===== config.mk =====
export PLATFORM = sky130hd
export DESIGN_NAME = bp_cfg_stream_loader
export DESIGN_NICKNAME = d
export VERILOG_FILES = /design/src/rtl/bp_common_cfg_link_pkg.sv /design/src/rtl/bsg_counter_up_down.sv /design/src/rtl/bp_cfg_stream_loader.sv
export SDC_FILE = /design/constraint.sdc
export NUM_CORES = 1
export LEC_CHECK = 0
export ABC_AREA = 1
export BUFFER_PORTS_ARGS = -buffer_cell sky130_fd_sc_hd__clkbuf_2
export CAP_MARGIN = 0
export CORE_MARGIN = 1.5
export CORE_UTILIZATION = 40
export CTS_CLUSTER_DIAMETER = 60
export DETAILED_ROUTE_END_ITERATION = 7
export GPL_ROUTABILITY_DRIVEN = 0
export PLACE_DENSITY = 0.89
export REMOVE_ABC_BUFFERS = 1
export SLEW_MARGIN = 20
export SYNTH_ARGS = -nofsm -noshare
export SYNTH_HDL_FRONTEND = slang
export SYNTH_HIERARCHICAL = 1
export SYNTH_SLANG_ARGS = --single-unit

===== constraint.sdc =====
create_clock -name clk_i -period 3.1 [get_ports clk_i]
set_clock_uncertainty 0.05 [all_clocks]
set_input_delay 0 -clock clk_i [delete_from_list [all_inputs] [get_ports clk_i]]
set_output_delay 0 -clock clk_i [all_outputs]
set_load 0.01 [all_outputs]

===== src/rtl/bp_common_cfg_link_pkg.sv =====
// Shared definitions for the config-link loader: processor configs, register ids,
// loader FSM states and the write-sequence table.
package bp_common_cfg_link_pkg;

    typedef enum logic [1:0] {
        e_bp_single_core_cfg = 2'd0,
        e_bp_dual_core_cfg   = 2'd1,
        e_bp_quad_core_cfg   = 2'd2,
        e_bp_oct_core_cfg    = 2'd3
    } bp_params_e;

    typedef struct packed {
        logic [7:0] num_core;
    } bp_proc_param_s;

    localparam bp_proc_param_s all_cfgs_gp [4] = '{
        '{num_core: 8'd1},
        '{num_core: 8'd2},
        '{num_core: 8'd4},
        '{num_core: 8'd8}
    };

    localparam logic [7:0] cfg_reg_freeze_gp      = 8'h01;
    localparam logic [7:0] cfg_reg_core_id_gp     = 8'h02;
    localparam logic [7:0] cfg_reg_icache_mode_gp = 8'h03;
    localparam logic [7:0] cfg_reg_dcache_mode_gp = 8'h04;

    typedef enum logic [2:0] {
        e_reset    = 3'd0,
        e_send     = 3'd1,
        e_drain    = 3'd2,
        e_readback = 3'd3,
        e_done     = 3'd4
    } bp_cfg_loader_state_e;

    localparam logic [2:0] cfg_last_entry_gp = 3'd4;

    // Per-core sequence: freeze, core id, icache mode, dcache mode, unfreeze.
    function automatic logic [7:0] cfg_entry_reg(input logic [2:0] entry);
        logic [7:0] id;
        case (entry)
            3'd1:    id = cfg_reg_core_id_gp;
            3'd2:    id = cfg_reg_icache_mode_gp;
            3'd3:    id = cfg_reg_dcache_mode_gp;
            default: id = cfg_reg_freeze_gp;
        endcase
        return id;
    endfunction

    function automatic logic [7:0] cfg_entry_data(input logic [2:0] entry, input logic [7:0] core);
        logic [7:0] d;
        case (entry)
            3'd0, 3'd2, 3'd3: d = 8'd1;
            3'd1:             d = core;
            default:          d = 8'd0;
        endcase
        return d;
    endfunction

endpackage


===== src/rtl/bsg_counter_up_down.sv =====
// Up/down occupancy counter used to track outstanding config commands.
module bsg_counter_up_down #(
    parameter int max_val_p = 4,
    parameter int width_p   = $clog2(max_val_p + 1)
) (
    input  logic               clk_i,
    input  logic               reset_i,
    input  logic               up_i,
    input  logic               down_i,
    output logic [width_p-1:0] count_o
);

    logic [width_p-1:0] count_q;
    logic [width_p-1:0] count_d;

    always_comb begin
        count_d = count_q;
        if (up_i && !down_i) begin
            count_d = count_q + 1'b1;
        end else if (down_i && !up_i) begin
            count_d = count_q - 1'b1;
        end
    end

    always_ff @(posedge clk_i) begin
        if (reset_i) begin
            count_q <= '0;
        end else begin
            count_q <= count_d;
        end
    end

    assign count_o = count_q;

endmodule


===== src/rtl/bp_cfg_stream_loader.sv =====
// Streams the per-core boot configuration writes with credit flow control.
// Optional readback of each core id is enabled by defining BP_CFG_LOADER_READBACK_EN.
module bp_cfg_stream_loader
    import bp_common_cfg_link_pkg::*;
#(
    parameter bp_params_e bp_params_p      = e_bp_single_core_cfg,
    parameter int         cfg_addr_width_p = 16,
    parameter int         cfg_data_width_p = 32,
    parameter int         max_credits_p    = 4
) (
    input  logic                        clk_i,
    input  logic                        reset_i,
    output logic                        cfg_v_o,
    output logic                        cfg_w_o,
    output logic [cfg_addr_width_p-1:0] cfg_addr_o,
    output logic [cfg_data_width_p-1:0] cfg_data_o,
    input  logic                        cfg_ready_i,
    input  logic                        cfg_resp_v_i,
    input  logic [cfg_data_width_p-1:0] cfg_resp_data_i,
    output logic                        done_o,
    output logic                        error_o
);

    localparam int num_core_lp     = int'(all_cfgs_gp[bp_params_p].num_core);
    localparam int core_width_lp   = (num_core_lp > 1) ? $clog2(num_core_lp) : 1;
    localparam int credit_width_lp = $clog2(max_credits_p + 1);
    localparam logic [core_width_lp-1:0] last_core_lp = core_width_lp'(num_core_lp - 1);

    bp_cfg_loader_state_e       state_q, state_d;
    logic [2:0]                 entry_q, entry_d;
    logic [core_width_lp-1:0]   core_q, core_d;
    logic [credit_width_lp-1:0] credit_count;
    logic                       credit_full, credit_empty;
    logic                       cmd_v, cmd_active, handshake, resp_accept;
    logic [7:0]                 reg_id, wdata;

    assign credit_full  = (credit_count == credit_width_lp'(max_credits_p));
    assign credit_empty = (credit_count == '0);
    assign handshake    = cfg_v_o & cfg_ready_i;
    // A response with nothing outstanding is dropped so the counter cannot underflow.
    assign resp_accept  = cfg_resp_v_i & ~credit_empty;

    bsg_counter_up_down #(
        .max_val_p(max_credits_p),
        .width_p  (credit_width_lp)
    ) u_credits (
        .clk_i  (clk_i),
        .reset_i(reset_i),
        .up_i   (handshake),
        .down_i (resp_accept),
        .count_o(credit_count)
    );

    always_comb begin
        cmd_v = 1'b0;
        case (state_q)
            e_send:     cmd_v = ~credit_full;
`ifdef BP_CFG_LOADER_READBACK_EN
            e_readback: cmd_v = credit_empty;
`endif
            default:    cmd_v = 1'b0;
        endcase
    end

    assign cmd_active = (state_q == e_send) || (state_q == e_readback);
    assign reg_id = (state_q == e_readback) ? cfg_reg_core_id_gp : cfg_entry_reg(entry_q);
    assign wdata  = (state_q == e_readback) ? 8'd0 : cfg_entry_data(entry_q, 8'(core_q));

    // Outputs are forced to their idle values combinationally for the whole reset window.
    assign cfg_v_o    = cmd_v & ~reset_i;
    assign cfg_addr_o = (cmd_active && !reset_i)
                      ? ((cfg_addr_width_p'(core_q) << 8) | cfg_addr_width_p'(reg_id)) : '0;
    assign cfg_data_o = (cmd_active && !reset_i) ? cfg_data_width_p'(wdata) : '0;
    assign done_o     = (state_q == e_done) & ~reset_i;

`ifdef BP_CFG_LOADER_READBACK_EN
    logic error_q, error_d;
    assign cfg_w_o = (state_q == e_send) & ~reset_i;
    assign error_o = error_q & ~reset_i;
`else
    logic unused_resp_data;
    assign unused_resp_data = ^cfg_resp_data_i;
    assign cfg_w_o = ~reset_i;
    assign error_o = 1'b0;
`endif

    always_comb begin
        state_d = state_q;
        entry_d = entry_q;
        core_d  = core_q;
`ifdef BP_CFG_LOADER_READBACK_EN
        error_d = error_q;
`endif
        case (state_q)
            e_reset: state_d = e_send;
            e_send: begin
                if (handshake) begin
                    if (entry_q == cfg_last_entry_gp) begin
                        entry_d = '0;
                        if (core_q == last_core_lp) begin
                            core_d  = '0;
                            state_d = e_drain;
                        end else begin
                            core_d = core_q + 1'b1;
                        end
                    end else begin
                        entry_d = entry_q + 3'd1;
                    end
                end
            end
            e_drain: begin
                if (credit_empty) begin
`ifdef BP_CFG_LOADER_READBACK_EN
                    state_d = e_readback;
`else
                    state_d = e_done;
`endif
                end
            end
`ifdef BP_CFG_LOADER_READBACK_EN
            e_readback: begin
                if (resp_accept) begin
                    if (cfg_resp_data_i != cfg_data_width_p'(core_q)) begin
                        error_d = 1'b1;
                    end
                    if (core_q == last_core_lp) begin
                        state_d = e_done;
                    end else begin
                        core_d = core_q + 1'b1;
                    end
                end
            end
`endif
            default: state_d = state_q;
        endcase
    end

    always_ff @(posedge clk_i) begin
        if (reset_i) begin
            state_q <= e_reset;
            entry_q <= '0;
            core_q  <= '0;
`ifdef BP_CFG_LOADER_READBACK_EN
            error_q <= 1'b0;
`endif
        end else begin
            state_q <= state_d;
            entry_q <= entry_d;
            core_q  <= core_d;
`ifdef BP_CFG_LOADER_READBACK_EN
            error_q <= error_d;
`endif
        end
    end

endmodule


# Yosys cells after proc, flatten, opt, wreduce, memory -nomap -nowiden
# Cells that the tools add are included.
[word_totals] elab_cells=61 reg_bits=10 inputBits=36
[classes] bitwise=8 eq_ne=13 addsub=4 muxes=16 n_reduce_logical=16
[ops] op="$mux W8" count=3
[ops] op="$mux W3" count=7
[ops] op="$pmux W3 S3" count=2
[ops] op="$eq A3 B2 Y1 const B" count=4
[ops] op="$eq A3 B3 Y1 const B" count=3
[ops] op="$logic_not A3 Y1" count=3
[ops] op="$mux W9" count=1
[ops] op="$or A9 B8 Y9" count=1
[ops] op="$add A3 B1 Y3 const B" count=2
[ops] op="$eq A3 B1 Y1 const B" count=2
[ops] op="$reduce_and A5 Y1" count=1
[ops] op="$and A1 B1 Y1" count=4
[ops] op="$ne A2 B1 Y1 const B" count=2
[ops] op="$ne A2 B2 Y1 const B" count=2
[ops] op="$logic_and A1 B1 Y1" count=3
[ops] op="$logic_not A1 Y1" count=3
[ops] op="$not A1 Y1" count=3
[ops] op="$reduce_and A3 Y1" count=1
[ops] op="$reduce_bool A3 Y1" count=1
[ops] op="$reduce_or A3 Y1" count=1
[ops] op="$sub A3 B1 Y3 const B" count=1
[ops] op="$mux W1" count=2
[ops] op="$pmux W1 S2" count=1
[ops] op="$reduce_and A2 Y1" count=1
[ops] op="other kinds (3)" count=3

# Logic depth before layout (Yosys ltp)
[depth] depth_word=9 depth_mapped=14 depth_no_buf=14

# Cells and area by module
# Netlist, hierarchy kept.
[modules_own_cells] mod="bp_cfg_stream_loader" instances=1 area_each_um2=810.8 seq_area_each_um2=120.1 cells_per_inst=116
[modules_own_cells] mod="bsg_counter_up_down" instances=1 area_each_um2=176.4 seq_area_each_um2=60.1 cells_per_inst=24

# Worst setup path after synthesis
# No wires, ideal clock.
[synth_timing] kind="register -> register" startpoint="reg state_q[0]" endpoint="reg u_credits.count_q[2], in the netlist u_credits/count_o[2]" stages_incl_launch_ff=14 arrival_time_ns=1.719 t_required_ns=2.940 slack_ns=1.221 period_less_slack_ns=1.879 cell_sequence="dfxtp_1 nand2_2 nor2_2 nand3_2 nor2_4 ha_1 inv_2 fa_1 inv_1 nand2_1 nand3_1 nand2_1 inv_1 nor2_1"
[synth_via] elab_chain_cells=7 word_cells_on_any_way=9 classes_between="1 x eq/ne; 2 x mux; 2 x bitwise; 4 x reduce/logical"
[synth_rtl] item="start, declared" line_no="bp_cfg_stream_loader.sv:29" text="bp_cfg_loader_state_e state_q, state_d;"
[synth_rtl] item="start signal, assigned" line_no="bp_cfg_stream_loader.sv:140" text="state_q <= e_reset;"
[synth_rtl] item="start signal, assigned" line_no="bp_cfg_stream_loader.sv:147" text="state_q <= state_d;"
[synth_rtl] item="$eq A3 B1 Y1 *" line_no="bp_cfg_stream_loader.sv:56" text="case (state_q)"
[synth_rtl] item="$mux W1 *" line_no="bp_cfg_stream_loader.sv:56"
[synth_rtl] item="$and A1 B1 Y1 *" line_no="bp_cfg_stream_loader.sv:70" text="assign cfg_v_o = cmd_v & ~reset_i;"
[synth_rtl] item="$and A1 B1 Y1 *" line_no="bp_cfg_stream_loader.sv:39" text="assign handshake = cfg_v_o & cfg_ready_i;"
[synth_rtl] item="via handshake" line_no="bp_cfg_stream_loader.sv:34" text="logic cmd_v, cmd_active, handshake, resp_accept;"
[synth_rtl] item="$logic_not A1 Y1" line_no="bsg_counter_up_down.sv:20" text="end else if (down_i && !up_i) begin"
[synth_rtl] item="$logic_and A1 B1 Y1" line_no="bsg_counter_up_down.sv:20"
[synth_rtl] item="$reduce_bool A2 Y1 (no source line)"
[synth_rtl] item="end signal, assigned" line_no="bsg_counter_up_down.sv:29" text="count_q <= count_d;"
[synth_rtl] item="end, declared" line_no="bsg_counter_up_down.sv:13" text="logic [width_p-1:0] count_q;"
# Mark *: on every way through the listed nets, which the timed path passes. The rest lies on a longest branch.
# A chain may end at the register's enable or synchronous reset.

# Worst setup path in the final report
# Same ends and word-level chain as after synthesis.

==> impl_metrics.py <==
metrics = {
    "cells_and_area": {
        "antennaDiodeCount": 0,
        "final_cell_mix": "conb_1, nand2_1, inv_1",
        "layout-drive-gt1-share_pct": 16.88,
        "stdcell_area_um2": 935.9,
        "nets": 198,
        "fillers": 240,
        "synthToLayoutAreaGrowth_pct": -5.196,
        "layout_commonest_cell": "conb_1",
    },
    "route": {
        "wire_per_inst_um": 7.989,
        "final_antenna_net_count": 0,
        "wirelength_um": 1454,
        "via_per_inst": 3.978,
        "drc_errors": 0,
        "vias": 724,
        "drt_iter0_drc": 16,
        "dr.pass1.iters": 4,
    },
    "critical_path": {
        "required_ns": 3.21,
        "crit_buf_inv": 3,
        "slowest_delay_ns": 0.45,
        "crit_arrival_ns": 2.25,
        "r2r_cells": 13,
        "path_cells": "nand2_2 -> nor2_2 -> nand3_2 -> nor2_4 -> ha_1 -> inv_2 -> fa_1 -> inv_1 -> nand2_1 -> nand3_1 -> nand2_1 -> inv_1 -> nor2_1",
        "critPathKind": "register to register",
        "critPathMaxFanout": 7,
        "r2r_start": "state_q[0]$_SDFFE_PP0P_",
        "cp-start-kind": "register",
        "end_kind": "register",
        "rrSetupSlack_ns": 0.96,
        "crit_family": "simple AND/OR/NAND/NOR gates",
        "r2r-end": "u_credits/count_o[2]$_SDFFE_PP0P_",
        "cp_slowest_cell": "dfxtp_1",
    },
    "yosys": {
        "syn_inst": 140,
        "synth.distinct_cells": 24,
        "avgSynthCellArea_um2": 7.051,
        "synth_top_area_cell": "buf_4",
        "synth.cell_area_um2": 987.2,
        "ys_ff_latch": 9,
        "synth_area_leaders": "buf_4, dfxtp_1, ha_1, nand2_1, inv_1",
        "ys_warn_count": 6,
        "ys_seq_area_share_pct": 18.25,
        "synth_top_area_share_pct": 34.22,
    },
    "timing": {
        "slew_viol_final": 0,
        "max_freq_mhz": 468.2,
        "rsz0062_at_grt": "no",
        "timing.final.crit_share_pct": 68.90,
        "final-setup-viol-count": 0,
        "finalHoldViolations": 0,
        "final.setup.tns_ns": 0,
        "period_minus_slack_ns": 2.136,
    },
    "floorplanning": {
        "die_h_um": 52.68,
        "dieArea_um2": 2775,
        "placementRows": 17,
        "pin_count": 88,
        "chipWidth_um": 52.68,
        "start_util_pct": 43.38,
        "core_area_um2": 2276,
    },
    "cts": {
        "clk_pin_slew_ns": 0.06,
        "cts_tree": "yes",
        "clock-root-buffer": "clkbuf_4",
        "ctsHtreeMaxLevel": 1,
        "cts_buffer_depth": 2,
        "clock_latency_ns": 0.26,
        "post_cts_buffers": 0,
        "cts_buffers": 3,
        "clock-sinks": 9,
    },
    "place": {
        "dp_hpwl_um": 1216,
        "dpl_cell_area_um2": 899.6,
        "io_buffers": 10,
    },
    "grt": {
        "grt_pass1_vias": 532,
        "grt.total_usage_pct": 11.12,
        "overflow": 0,
        "grt_max_degree": 10,
        "grt_pass1_wl_um": 2214,
        "antenna_found_initial": 0,
    },
    "pwr": {
        "power_mw": 0.4477,
        "p_leak_nw": 0.5004,
        "ir_worst_vdd_mv": 0.2524,
        "power.density_nw_per_um2": 478.4,
    },
    "hold_path": {
        "hold_class": "primary input to register",
        "hold_end": "state_q[1]$_SDFFE_PP0P_",
        "whs_path_depth": 5,
        "min_from": "cfg_ready_i",
    },
    "outcome": {
        "status": "complete, no violations",
    },
    "run": {
        "cap_violations": 0,
    },
}
==> worst max path at each step <==
stage	start	end	slack (ns)	cells past startpoint
CTS	state_q[0]$_SDFFE_PP0P_	u_credits/count_o[2]$_SDFFE_PP0P_	0.96	13
global placement	state_q[0]$_SDFFE_PP0P_	u_credits/count_o[2]$_SDFFE_PP0P_	1.07	13
floorplan	state_q[0]$_SDFFE_PP0P_	u_credits/count_o[2]$_SDFFE_PP0P_	1.22	13
detailed placement	state_q[0]$_SDFFE_PP0P_	u_credits/count_o[2]$_SDFFE_PP0P_	0.98	13
global route	state_q[0]$_SDFFE_PP0P_	u_credits/count_o[2]$_SDFFE_PP0P_	0.77	13
finish	state_q[0]$_SDFFE_PP0P_	u_credits/count_o[2]$_SDFFE_PP0P_	0.96	13
==> cell usage after synthesis, drive strengths merged <==
library cell  number
nor3               3
ha                 6
buf               45
nand3b             1
a211oi             1
dfxtp              9
nor2              13
nand2             20
xor2               1
inv               18
o21ai              6
nand4              1
conb               1
fa                 1
a21oi              7
nand3              7
==> where the power goes <==
group	internal, mW	switching [mW]	total, mW
Clock	0.0497	0.0416	0.0913
Combinational	0.0682	0.125	0.193
Sequential	0.137	0.0260	0.163
==> state kept, by name (all words and copies together) (netlist names) <==
signal / count
u_credits/count_o: 3
entry_q: 3
state_q: 3
==> cells by family (layout without fill, tap and decap cells) <==
group,after synthesis,count (layout),synth area share (%)
other,1,45,0.3799
AOI/OAI and AO/OA,14,14,7.732
DFF,9,9,18.25
adders and majority gates,7,7,9.632
buffers and inverters,63,33,41.06
xor gates and xnor gates,1,1,0.8874
and+or+nand+nor,45,45,22.05
==> area by class of cell <==
type	count	area (um^2)	share of cell area, %
clock buffers	4	26.28	2.807
flip-flops and latches	9	180.2	19.25
multi-input cells	112	566.8	60.56
repair buffers	11	60.06	6.417
inverters	18	67.56	7.219
well taps	28	35.03	3.743
==> worst min-delay path, delay by kind of cell <==
family / cells / cell delay (ns)
buffers and inverters: 2 / 0.17
AND/OR/NAND/NOR: 2 / 0.12
AO/OA/AOI/OAI: 1 / 0.06
==> through the flow <==
step           setup slack [ns]  instances  hold slack [ns]  utilization [%]
2_1_floorplan             1.221        139        -0.008308                -
3_3_place_gp              1.071        177           0.2687            39.53
3_5_place_dp             0.9754        177           0.2687            39.53
4_1_cts                  0.9603        182          0.07974            41.12
5_1_grt                  0.7729        182          0.09362            41.12
6_report                 0.9640        182          0.08680            41.12
==> timing repair <==
item                       4_1_cts  5_1_grt
hold buffers                     1        0
setup endpoints to repair        0        0
hold endpoints to repair         1        0
resized for setup                0        0
==> metal layers <==
layer	up-vias	GRT usage, %	wire (um)
met5	-	0	0
met4	0	7.692	30
met3	4	3.429	85
met2	28	15.63	688
met1	317	14.19	649
li1	375	-	-
(Power assumes the default switching activity.)
